### src/rtl/traffic_mon_pkg.sv
// rtl/traffic_mon_pkg.sv - lamp encodings, phase states and fault codes shared by the traffic monitor.
package traffic_mon_pkg;

    localparam logic [2:0] LAMP_RED = 3'b100;
    localparam logic [2:0] LAMP_YEL = 3'b010;
    localparam logic [2:0] LAMP_GRN = 3'b001;

    typedef enum logic [1:0] {
        PH_UNKNOWN = 2'd0,
        PH_RED     = 2'd1,
        PH_GREEN   = 2'd2,
        PH_YELLOW  = 2'd3
    } phase_e;

    typedef enum logic [2:0] {
        FC_NONE     = 3'd0,
        FC_NS_ENC   = 3'd1,
        FC_EW_ENC   = 3'd2,
        FC_CONFLICT = 3'd3,
        FC_SEQ      = 3'd4,
        FC_YEL_LEN  = 3'd5,
        FC_GRN_MIN  = 3'd6,
        FC_GRN_MAX  = 3'd7
    } fault_code_e;

    // Anything that is not exactly one lamp lit decodes to UNKNOWN.
    function automatic phase_e lamp_decode(input logic [2:0] lamp);
        case (lamp)
            LAMP_RED: return PH_RED;
            LAMP_GRN: return PH_GREEN;
            LAMP_YEL: return PH_YELLOW;
            default:  return PH_UNKNOWN;
        endcase
    endfunction

endpackage

### src/rtl/traffic_dir_tracker.sv
// rtl/traffic_dir_tracker.sv - per-direction phase/dwell tracker with encoding, sequence and timing checks.
module traffic_dir_tracker
    import traffic_mon_pkg::*;
#(
    parameter int MIN_GREEN     = 4,
    parameter int MAX_GREEN     = 8,
    parameter int YELLOW_CYCLES = 2,
    parameter int CNT_W         = 8
) (
    input  logic       clk,
    input  logic       rst,
    input  logic       sample_vld_i,
    input  logic [2:0] lamp_i,
    output logic [1:0] state_o,
    output logic       viol_enc_o,
    output logic       viol_seq_o,
    output logic       viol_yel_o,
    output logic       viol_gmin_o,
    output logic       viol_gmax_o
);

    localparam int               DUR_MAX_I = (1 << CNT_W) - 1;
    localparam logic [CNT_W-1:0] DUR_MAX   = '1;
    localparam logic [CNT_W-1:0] YEL_LEN   = CNT_W'(YELLOW_CYCLES);
    localparam logic [CNT_W-1:0] MIN_LEN   = CNT_W'(MIN_GREEN);
    // A saturated counter must still be able to reach the max-green trip point.
    localparam logic [CNT_W-1:0] GMAX_TRIP = (MAX_GREEN + 1 > DUR_MAX_I) ? DUR_MAX : CNT_W'(MAX_GREEN + 1);

    phase_e           phase_q, phase_d, lamp_ph;
    logic [CNT_W-1:0] dur_q, dur_d, dur_inc;
    logic             partial_q, partial_d;
    logic             maxed_q, maxed_d;

    always_comb begin
        lamp_ph     = lamp_decode(lamp_i);
        dur_inc     = (dur_q == DUR_MAX) ? dur_q : dur_q + 1'b1;
        phase_d     = phase_q;
        dur_d       = dur_q;
        partial_d   = partial_q;
        maxed_d     = maxed_q;
        viol_enc_o  = 1'b0;
        viol_seq_o  = 1'b0;
        viol_yel_o  = 1'b0;
        viol_gmin_o = 1'b0;
        viol_gmax_o = 1'b0;
        if (sample_vld_i) begin
            if (lamp_ph == PH_UNKNOWN) begin
                viol_enc_o = 1'b1;
                dur_d      = dur_inc;
            end else if (phase_q == PH_UNKNOWN) begin
                phase_d   = lamp_ph;
                dur_d     = CNT_W'(1);
                partial_d = 1'b1;
                maxed_d   = 1'b0;
            end else if (lamp_ph != phase_q) begin
                viol_seq_o  = !((phase_q == PH_GREEN  && lamp_ph == PH_YELLOW) ||
                                (phase_q == PH_YELLOW && lamp_ph == PH_RED)    ||
                                (phase_q == PH_RED    && lamp_ph == PH_GREEN));
                viol_yel_o  = !partial_q && phase_q == PH_YELLOW && dur_q != YEL_LEN;
                viol_gmin_o = !partial_q && phase_q == PH_GREEN  && dur_q <  MIN_LEN;
                phase_d     = lamp_ph;
                dur_d       = CNT_W'(1);
                partial_d   = 1'b0;
                maxed_d     = 1'b0;
            end else begin
                dur_d = dur_inc;
                if (lamp_ph == PH_GREEN && dur_inc >= GMAX_TRIP && !maxed_q) begin
                    viol_gmax_o = 1'b1;
                    maxed_d     = 1'b1;
                end
            end
        end
    end

    // The decoded state shows the sample held in the input register, one edge ahead of phase_q.
    assign state_o = phase_d;

    always_ff @(posedge clk or posedge rst) begin
        if (rst) begin
            phase_q   <= PH_UNKNOWN;
            dur_q     <= '0;
            partial_q <= 1'b0;
            maxed_q   <= 1'b0;
        end else begin
            phase_q   <= phase_d;
            dur_q     <= dur_d;
            partial_q <= partial_d;
            maxed_q   <= maxed_d;
        end
    end

endmodule

### src/rtl/traffic_light_monitor.sv
// rtl/traffic_light_monitor.sv - passive NS/EW lamp checker with sticky fault latch.
// Optional round counter on `cycles` built only when TRAFFIC_MON_CYCLES_EN is defined.
module traffic_light_monitor
    import traffic_mon_pkg::*;
#(
    parameter int MIN_GREEN     = 4,
    parameter int MAX_GREEN     = 8,
    parameter int YELLOW_CYCLES = 2,
    parameter int CNT_W         = 8
) (
    input  logic        clk,
    input  logic        rst,
    input  logic [2:0]  NS,
    input  logic [2:0]  EW,
    input  logic        clr,
    output logic        fault,
    output logic [2:0]  fault_code,
    output logic [1:0]  ns_state,
    output logic [1:0]  ew_state,
    output logic [15:0] cycles
);

    logic [2:0]  ns_q, ew_q;
    logic        vld_q;
    logic        ns_enc, ns_seq, ns_yel, ns_gmin, ns_gmax;
    logic        ew_enc, ew_seq, ew_yel, ew_gmin, ew_gmax;
    logic        conflict, viol;
    fault_code_e code_d, code_q;
    logic        fault_q;

    // vld_q keeps the reset value of the input registers from being checked as a lamp sample.
    always_ff @(posedge clk or posedge rst) begin
        if (rst) begin
            ns_q  <= 3'b000;
            ew_q  <= 3'b000;
            vld_q <= 1'b0;
        end else begin
            ns_q  <= NS;
            ew_q  <= EW;
            vld_q <= 1'b1;
        end
    end

    traffic_dir_tracker #(
        .MIN_GREEN(MIN_GREEN), .MAX_GREEN(MAX_GREEN),
        .YELLOW_CYCLES(YELLOW_CYCLES), .CNT_W(CNT_W)
    ) u_ns (
        .clk(clk), .rst(rst), .sample_vld_i(vld_q), .lamp_i(ns_q), .state_o(ns_state),
        .viol_enc_o(ns_enc), .viol_seq_o(ns_seq), .viol_yel_o(ns_yel),
        .viol_gmin_o(ns_gmin), .viol_gmax_o(ns_gmax)
    );

    traffic_dir_tracker #(
        .MIN_GREEN(MIN_GREEN), .MAX_GREEN(MAX_GREEN),
        .YELLOW_CYCLES(YELLOW_CYCLES), .CNT_W(CNT_W)
    ) u_ew (
        .clk(clk), .rst(rst), .sample_vld_i(vld_q), .lamp_i(ew_q), .state_o(ew_state),
        .viol_enc_o(ew_enc), .viol_seq_o(ew_seq), .viol_yel_o(ew_yel),
        .viol_gmin_o(ew_gmin), .viol_gmax_o(ew_gmax)
    );

    assign conflict = vld_q && (ns_q != LAMP_RED) && (ew_q != LAMP_RED);

    always_comb begin
        code_d = FC_NONE;
        if (ns_enc)                    code_d = FC_NS_ENC;
        else if (ew_enc)               code_d = FC_EW_ENC;
        else if (conflict)             code_d = FC_CONFLICT;
        else if (ns_seq  || ew_seq)    code_d = FC_SEQ;
        else if (ns_yel  || ew_yel)    code_d = FC_YEL_LEN;
        else if (ns_gmin || ew_gmin)   code_d = FC_GRN_MIN;
        else if (ns_gmax || ew_gmax)   code_d = FC_GRN_MAX;
    end

    assign viol = (code_d != FC_NONE);

    // A violation arriving together with clr is latched rather than lost.
    always_ff @(posedge clk or posedge rst) begin
        if (rst) begin
            fault_q <= 1'b0;
            code_q  <= FC_NONE;
        end else if (clr) begin
            fault_q <= viol;
            code_q  <= code_d;
        end else if (!fault_q && viol) begin
            fault_q <= 1'b1;
            code_q  <= code_d;
        end
    end

    assign fault      = fault_q;
    assign fault_code = code_q;

`ifdef TRAFFIC_MON_CYCLES_EN
    logic [1:0]  ns_state_q;
    logic [15:0] cycles_q;

    always_ff @(posedge clk or posedge rst) begin
        if (rst) begin
            ns_state_q <= PH_UNKNOWN;
            cycles_q   <= '0;
        end else begin
            ns_state_q <= ns_state;
            if (ns_state_q == PH_RED && ns_state == PH_GREEN)
                cycles_q <= cycles_q + 16'd1;
        end
    end

    assign cycles = cycles_q;
`else
    assign cycles = '0;
`endif

endmodule

### config.mk
export PLATFORM = sky130hd
export DESIGN_NAME = traffic_light_monitor
export DESIGN_NICKNAME = d
export VERILOG_FILES = /design/src/rtl/traffic_mon_pkg.sv /design/src/rtl/traffic_dir_tracker.sv /design/src/rtl/traffic_light_monitor.sv
export SDC_FILE = /design/constraint.sdc
export NUM_CORES = 1
export LEC_CHECK = 0
export BUFFER_PORTS_ARGS = -buffer_cell sky130_fd_sc_hd__buf_2
export CAP_MARGIN = 20
export CORE_ASPECT_RATIO = 0.9
export CORE_UTILIZATION = 51
export CTS_CLUSTER_SIZE = 20
export DETAILED_ROUTE_END_ITERATION = 6
export PLACE_DENSITY = 0.83
export SYNTH_ARGS = -nofsm -noshare
export SYNTH_HDL_FRONTEND = slang
export SYNTH_HIERARCHICAL = 1
export SYNTH_SLANG_ARGS = --single-unit
### constraint.sdc
create_clock -name clk -period 2.93 [get_ports clk]
set_input_delay 0.586 -clock clk [delete_from_list [all_inputs] [get_ports clk]]
set_output_delay 0.586 -clock clk [all_outputs]
set_load 0.02 [all_outputs]
==> results of run 1 <==
layout by cell type, fill, tap and decap left out, types with 3 or more instances in the layout:
master,count
buf_4,17
nand2b_1,5
nand2_1,27
conb_1,17
inv_1,11
nor4_2,3
nor2_1,13
nand3b_1,4
clkbuf_8,7
dfrtp_1,30
nand3_1,14
ha_4,3
a21oi_1,26
nor2b_1,5
nand4_1,3
a41oi_1,4
dfrtp_2,5
a31o_1,3
a21o_1,4
a31oi_1,5
o21ai_0,11
a22o_1,3
and3_1,4
a211oi_1,4
buf_2,16
nor3_1,6
report_power, final:
group	switching, W	leakage [nW]	internal [W]
Sequential	0.000165	0.436	0.000572
Combinational	0.000359	0.779	0.000308
Clock	0.000174	0.0515	0.000215
cell usage after synthesis, drive strengths merged (3+ instances only):
library cell	n	area, µm²
nand2b	7	58.8
inv	13	48.8
nor4	6	50.0
a211oi	5	42.5
o21ai	12	60.1
a31oi	7	58.8
and4	4	38.8
nand2	29	111
dfrtp	35	876
nor3	7	40.0
mux2i	3	42.5
a41oi	5	43.8
buf	35	277
a31o	3	26.3
ha	4	50.1
a21o	4	30.0
nand4	3	18.8
and3	5	32.5
nor2	13	48.8
clkbuf	4	15.0
a21oi	28	140
nand3b	4	30.0
nor2b	5	31.3
a22o	3	26.3
nand3	15	80.1
final timing paths:
path / from / end / slack (ns) / cells after the start
setup reg to reg: u_ew/dur_q[1] / fault_code[1] / -0.15 / 10
hold reg to reg: u_ew/partial_q / u_ew/partial_q / 0.49 / 1
min in group clk: NS[2] / ns_q[2] / 0.40 / 1
setup / recovery: u_ew/dur_q[1] / fault_code[1] / -0.15 / 10
hold / removal: rst / fault_code[1] / 0.31 / 2
max in group asynchronous: rst / u_ew/dur_q[3] / 2.23 / 2
area by class of cell:
| cell class | count | area, µm² |
|---|---|---|
| repair buffers | 34 | 219 |
| clock buffers | 8 | 100 |
| multi-input cells | 226 | 1590 |
| well taps | 65 | 81.3 |
| flip-flops and latches | 35 | 882 |
| fillers | 414 | 2010 |
| inverters | 13 | 48.8 |
cells by family after synthesis:
kind of cell	synth area share, %
other	0.284
adder cells (fa/ha/maj)	1.89
AO/OA/AOI/OAI	23.7
buffers and inverters	12.9
AND/OR/NAND/NOR	23.9
multiplexers	2.46
flip-flops	33.2
XOR/XNOR	1.71
sequential cells by signal, indices dropped and copies added (netlist names), 2 cells and up:
register	flops
u_ew/dur_q	8
u_ns/dur_q	8
ew_q	3
fault_code	3
u_ew/phase_q	2
u_ns/phase_q	2
ns_q	3
through the flow:
stage               instance area (µm²)  cells  setup slack [ns]
finish                             2920    381            -0.153
CTS                                2810    379            0.0103
detailed placement                 2690    371            -0.171
floorplan                          2700    313            0.0694
global placement                   2690    371            0.0534
global route                       2920    381            -0.255
metal layers:
layer	GRT usage (%)	part of all wire, %	up-vias
met5	0	0	-
met4	7.13	3.8	0
met3	4.18	6.9	26
met2	34.8	46	113
met1	29.3	44	1121
li1	-	-	1089
what timing repair did:
item	CTS	global route
buffers inserted	0	2
resized for setup	3	20
setup endpoints to repair	2	3
pin swaps	1	10
worst reg2reg max path: stages, from the launching register on:
cell and delay, ns:
dfrtp_2 0.45, buf_6 0.13, nand4_1 0.23, nor2_1 0.22
mux2i_1 0.17, a2111oi_4 0.44, nor2_1 0.12, o31a_1 0.35
nor4_4 0.40, o41ai_2 0.15, mux2_1 0.32
==> impl_metrics.ini, run 1 <==
[run_status]
outcome = finished, violations left
violations = setup timing

[timing]
skew_ns = 0.00305
worst_pin_slew_ns = 0.569
slew_violations = 0
setup_viol = 2
slew_headroom_pct = 61.8
grt_setup_unrepaired = yes
fmax_mhz = 324
hold_ws_ns = 0.306
min_period_over_period_pct = 105
fin_tns_setup_ns = -0.172
setup_ws_ns = -0.153
period_needed_ns = 3.08
hold_viol_final = 0

[synthesis]
avgSynthCellArea_um2 = 8.86
yosysWarnings = 6
async_flop_share_pct = 100
synth_edf_count = 0
ys_seq_area_share_pct = 33.2
syn_area_mm2 = 0.00264
synth_ff_type = dfrtp_1
synth_seq_cells = 35
ys_types = 71
syn_inst = 298

[global_route]
track_usage_pct = 21.7
grt_pass1_vias = 2036
grt_max_degree = 27
antenna_found_initial = 0
grt_pass1_wl_mm = 9.40
gr-total-overflow = 0

[critical_path]
crit_buf_inv = 1
path_delay_family = simple AND/OR/NAND/NOR gates
crit_path_end_kind = flip-flop
worst_setup_path_start_kind = flip-flop
path_cells = buf_6 > nand4_1 > nor2_1 > mux2i_1 > a2111oi_4 > nor2_1 > o31a_1 > nor4_4 > o41ai_2 > mux2_1
required_ns = 3.11
critical_path_class = flip-flop to flip-flop
path_common_cell = nor2_1
slowest_delay_ns = 0.45
critPathSlowestCell = dfrtp_2
crit_fanout = 4
cp.arrival_ns = 3.26

[clock_network]
path_clk_slew_ns = 0.07
clock_sinks = 35
cts_buffers = 5
cts_tree = built
clock_latency_ns = 0.29
ctsLongestPathBuffers = 2
clockRootBuffer = clkbuf_8
cts_hold_buf = 0
h-tree-depth = 2

[placed_design]
port_buffers = 16
hpwl_mm = 3.98
gp_congestion = 0.861

[cells_and_area]
drive_above_1_share_pct = 26.6
area_growth_pct = 10.5
final_util_pct = 59.3
finalNetCount = 328
antennaDiodeCount = 0

[pwr]
ir_drop_uv = 247
p_leak_nw = 1.27
power_density_mw_per_mm2 = 614
report.power.total_w = 0.00179

[detailed_routing]
antenna_left = 0
wire_per_inst_um = 16.4
num_vias = 2349
firstDrtPassIters = 4
wl_mm = 6.25
drt_iter0_markers = 221
drcViolationCount = 0
via_per_inst = 6.17

[job]
maxCapViolations = 0

[floorplan]
core_area_mm2 = 0.00492
num_rows = 24
die_h_um = 70.3
die_width_um = 77.9
pin_count = 33
start_util_pct = 53.6
die_area_mm2 = 0.00547

[hold_path]
hold_path.class = input pin to async pin
(Power assumes the default switching activity.)
==> run 2: changes to the inputs <==
--- a/config.mk
+++ b/config.mk
@@ -7,11 +7,13 @@
 export LEC_CHECK = 0
 export BUFFER_PORTS_ARGS = -buffer_cell sky130_fd_sc_hd__buf_2
 export CAP_MARGIN = 20
+export CELL_PAD_IN_SITES_DETAIL_PLACEMENT = 1
+export CELL_PAD_IN_SITES_GLOBAL_PLACEMENT = 1
 export CORE_ASPECT_RATIO = 0.9
-export CORE_UTILIZATION = 51
+export CORE_UTILIZATION = 40
 export CTS_CLUSTER_SIZE = 20
 export DETAILED_ROUTE_END_ITERATION = 6
-export PLACE_DENSITY = 0.83
+export PLACE_DENSITY = 0.85
 export SYNTH_ARGS = -nofsm -noshare
 export SYNTH_HDL_FRONTEND = slang
 export SYNTH_HIERARCHICAL = 1
==> run 2 against run 1 <==
Compared with the run above: the flow now finishes without violations; clock skew up 0.0026 ns; combinational power down 3%; critical path depth down 1; die area up 27%; global-route usage down 0.92 points; utilization down 12 points; non-clock buffer count up 2; final area up 1.6%; cell count up 6.3%; fmax up 5.5%; register-to-register slack better by 0.16 ns; flip-flop and latch count unchanged; largest cell class unchanged; highest routed layer unchanged.
==> impl_metrics.ini, run 2 (same netlist as run 1, synthesis figures left out) <==
[timing]
skew_ns = 0.00570
grt_setup_unrepaired = yes
hold_viol_final = 0
setup_viol = 0
slew_headroom_pct = 58.4
min_period_over_period_pct = 99.8
slew_violations = 0
period_needed_ns = 2.92
fmax_mhz = 342
fin_tns_setup_ns = 0
worst_pin_slew_ns = 0.624
setup_ws_ns = 0.00626

[pwr]
power.switching_w = 0.000712
power_frac_seq_pct = 41.1
clockPowerShare_pct = 22.6
power_density_mw_per_mm2 = 601
p_leak_nw = 1.29
p_int_w = 0.00107
report.power.total_w = 0.00178
combPwrFrac_pct = 36.3
swShare_pct = 40.0
ir_drop_uv = 190

[critical_path]
worst_setup_path_start_kind = flip-flop
crit_fanout = 9
critical_path_class = flip-flop to flip-flop
crit_start = u_ew/phase_q[0]
cp.arrival_ns = 3.11
reg2reg_from = u_ew/phase_q[0]
required_ns = 3.12
crit_path_end_kind = flip-flop

[placed_design]
hpwl_mm = 4.82
dp_cells = 393
dpl_worst_slack_ns = -0.137
port_buffers = 16
gp_congestion = 0.830

[floorplan]
num_rows = 27
core_area_mm2 = 0.00625
start_util_pct = 42.3
die_h_um = 79.1
die_area_mm2 = 0.00693
pin_count = 33
die_width_um = 87.7

[global_route]
grt_pass1_vias = 2334
grt_max_degree = 27
gr-total-overflow = 0
grt_pass1_wl_mm = 11.2
track_usage_pct = 20.8
antenna_found_initial = 0

[clock_network]
cts_buffers = 5
clock_sinks = 35
ctsLongestPathBuffers = 2
cts_tree = built
clock_latency_ns = 0.30
clockRootBuffer = clkbuf_8
cts_hold_buf = 0
h-tree-depth = 2
path_clk_slew_ns = 0.07

[cells_and_area]
drive_above_1_share_pct = 26.7
reg_top3 = u_ew/dur_q x8, u_ns/dur_q x8
finalNetCount = 330
mostFrequentLayoutCells = 31 x dfrtp_1, 28 x nand2_1, 25 x a21oi_1
fillers = 727
area_growth_pct = 12.3
final_util_pct = 47.4
fin_cells = 405
antennaDiodeCount = 0
mostFrequentLayoutCell = dfrtp_1

[detailed_routing]
drt_iter0_markers = 135
num_vias = 2322
wire_per_inst_um = 17.6
drcViolationCount = 0
antenna_left = 0
wl_mm = 7.11
firstDrtPassIters = 4
via_per_inst = 5.73

[hold_path]
hold_path.class = input pin to async pin

[run_status]
outcome = completed

[job]
maxCapViolations = 0
-- run 2: power groups by stage --
| stage | Clock (W) | Combinational (W) | Sequential (W) |
|---|---|---|---|
| after floorplan | 0 | 0.000547 | 0.000627 |
| after global placement | 0 | 0.000558 | 0.000707 |
| after detailed placement | 0 | 0.000578 | 0.000719 |
| after CTS | 0.000417 | 0.000584 | 0.000708 |
| after global routing | 0.000436 | 0.000708 | 0.000749 |
| final | 0.000402 | 0.000647 | 0.000732 |
-- run 2: final cells by class --
cell class	count	area [µm²]	area share, %
inverters	13	48.8	1.65
clock buffers	7	96.3	3.25
flip-flops and latches	35	881	29.7
multi-input cells	226	1590	53.7
well taps	87	109	3.67
repair buffers	36	230	7.76
clock inverters	1	7.51	0.253
-- run 2: metal layers --
layer / routed length, µm / GRT usage [%] / part of all wire [%]
met3: 251 / 4.05 / 3.5
met4: 91 / 7.21 / 1.3
met2: 3440 / 33.4 / 48
met5: 0 / 0 / 0
met1: 3330 / 27.7 / 47
-- run 2: what timing repair did --
item,in CTS,in global routing
gates resized for setup,2,20
pin swaps,1,15
setup endpoints to repair,2,3
setup buffers,0,4
-- run 2: stage by stage --
step                area (µm²)  hold WS (ns)
finish                    2970         0.299
detailed placement        2720         0.483
global placement          2720         0.467
global route              2970         0.328
CTS                       2830         0.306
floorplan                 2700         0.438
-- run 2: critical path, cell delays in order, from the launching register on --
cell and delay (ns):
dfrtp_1 0.55, nand2b_4 0.24, a211o_1 0.14, a21oi_1 0.06, o21ai_1 0.32, a311oi_2 0.12
nor4_2 0.54, nand3_2 0.22, o41ai_4 0.29, mux2_4 0.33
-- run 2: path summary, 6_finish.rpt --
check / endpoint / slack [ns] / cells after the start
worst max-delay path: fault_code[1] / 0.006 / 9
worst min-delay path: fault_code[2] / 0.30 / 2
worst max register to register: fault_code[1] / 0.006 / 9
worst min register to register: u_ew/partial_q / 0.50 / 1
max in group asynchronous: u_ns/dur_q[2] / 2.24 / 2
min in group clk: ns_q[2] / 0.39 / 1
==> run 3: changes to the inputs <==
--- a/config.mk
+++ b/config.mk
@@ -14,6 +14,7 @@
 export CTS_CLUSTER_SIZE = 20
 export DETAILED_ROUTE_END_ITERATION = 6
 export PLACE_DENSITY = 0.85
+export SETUP_SLACK_MARGIN = 0.2
 export SYNTH_ARGS = -nofsm -noshare
 export SYNTH_HDL_FRONTEND = slang
 export SYNTH_HIERARCHICAL = 1
==> run 3 against run 2 <==
Compared with the run above: setup slack got worse by 0.040 ns; sequential power decreased by 0.5%; flip-flop and latch count unchanged; via count increased by 4.9%; count of clock-buffer cells in the layout decreased by 1; highest routed layer unchanged; the flow now finishes with violations (setup timing).
==> impl_metrics.ini, run 3 (same netlist as run 1, synthesis figures left out) <==
[run_status]
outcome = finished, violations left
violations = setup timing

[pwr]
ir_drop_uv = 216
power_density_mw_per_mm2 = 636
p_leak_nw = 1.30
report.power.total_w = 0.00190

[cells_and_area]
drive_above_1_share_pct = 26.7
multi_input_area_mm2 = 0.00159
mostFrequentLayoutCells = 30 x dfrtp_1, 28 x nand2_1, 26 x a21oi_1
area_growth_pct = 13.0
mostFrequentLayoutCell = dfrtp_1
fillers = 758
regArea_um2 = 882
antennaDiodeCount = 0
reg_top3 = u_ew/dur_q x8, u_ns/dur_q x8
finalNetCount = 330
design_area_mm2 = 0.00299

[clock_network]
clockRootBuffer = clkbuf_8
cts_tree = built
clock_latency_ns = 0.30
h-tree-depth = 2
clock_sinks = 35
cts_buffers = 5
ctsLongestPathBuffers = 2
path_clk_slew_ns = 0.08

[floorplan]
pin_count = 33
num_rows = 27
die_area_mm2 = 0.00693
start_util_pct = 42.3
core_area_mm2 = 0.00625
die_width_um = 87.7
die_h_um = 79.1

[global_route]
track_usage_pct = 22.2
grt_pass1_wl_mm = 11.9
antenna_found_initial = 0
grt_pass1_vias = 2413
gr-total-overflow = 0
grt_max_degree = 27

[critical_path]
crit_buf_inv = 1
slowest_delay_ns = 0.45
crit_fanout = 4
critical_path_class = flip-flop to flip-flop
critPathSlowestCell = dfrtp_2
worst_setup_path_start_kind = flip-flop
cp.depth = 12
crit_path_end_kind = flip-flop
rr_worst_depth = 12
cp.arrival_ns = 3.14
required_ns = 3.11
path_cells = buf_6 > ha_4 > nand4_1 > nand2_1 > a211oi_2 > a21oi_2 > a2111oi_4 > nor2_1 > o31a_1 > nor4_4 > o41ai_4 > mux2_4
path_delay_family = compound AO/OA/AOI/OAI gates

[placed_design]
hpwl_mm = 4.77
gp_congestion = 0.825
placed_area_mm2 = 0.00271
port_buffers = 16

[timing]
slew_headroom_pct = 65.3
fmax_mhz = 337
worst_pin_slew_ns = 0.521
grt_setup_unrepaired = yes
slew_violations = 0
period_needed_ns = 2.96
hold_ws_ns = 0.306
setup_ws_ns = -0.0341
min_period_over_period_pct = 101
hold_viol_final = 0
setup_viol = 1
skew_ns = 0.00859

[detailed_routing]
antenna_left = 0
met1_length_mm = 3.29
highest_layer = met4
wire_per_inst_um = 19.1
drt_iter0_markers = 126
drcViolationCount = 0
num_vias = 2436
wl_met3_um = 339
wl_mm = 7.73
firstDrtPassIters = 4
via_per_inst = 6.01
dr_wl_met2_mm = 3.88

[hold_path]
hold_path.class = input pin to async pin

[job]
maxCapViolations = 0
[run 3: what timing repair did]
action                     4_1_cts  5_1_grt
setup buffers                    3        3
cloned                           0        0
hold buffers                     0        0
gates resized for setup         11       11
pin swaps                        4        4
setup endpoints to repair        3        4
[run 3: final cells by class]
cell class	count	area share [%]
multi-input cells	226	53.4
flip-flops and latches	35	29.5
repair buffers	36	7.84
well taps	87	3.65
clock buffers	6	2.77
inverters	13	1.63
clock inverters	2	1.17
[run 3: routing by layer]
metal  vias up  GRT usage [%]
met3        27           3.95
li1       1097              -
met1      1231           27.3
met4         0           8.85
met5         -              0
met2        81           38.2
[run 3: power breakdown]
part	internal, W	leakage [nW]	total [W]	switching [W]
sequential	0.000571	0.436	0.000728	0.000156
clock	0.000275	0.0612	0.000461	0.000186
combinational	0.000313	0.803	0.000710	0.000396
total	0.00116	1.30	0.00190	0.000738
[run 3: per-stage QoR]
stage	setup TNS [ns]	setup WS, ns	util [%]	cells
CTS	0	0.0391	46.6	402
detailed placement	-0.136	-0.136	43.3	391
finish	-0.0341	-0.0341	47.8	405
global placement	0	0.182	43.3	391
floorplan	0	0.210	-	313
global route	-0.146	-0.144	47.8	405
[run 3: final timing paths]
| check | slack [ns] | start | to |
|---|---|---|---|
| min | 0.31 | rst | vld_q |
| min in group clk | 0.40 | NS[2] | ns_q[2] |
| max in group asynchronous | 2.22 | rst | u_ew/dur_q[0] |
| min reg2reg | 0.51 | u_ns/maxed_q | u_ns/maxed_q |
| max reg2reg | -0.03 | u_ew/dur_q[1] | fault_code[1] |
| max | -0.03 | u_ew/dur_q[1] | fault_code[1] |
[run 3: worst register-to-register path, delay by kind of cell, from the launching register on]
family	cells	cell delay (ns)
multiplexers	1	0.31
adder cells (fa/ha/maj)	1	0.22
AND/OR/NAND/NOR	4	0.53
flip-flops	1	0.45
AO/OA/AOI/OAI	5	1.20
buffers and inverters	1	0.14
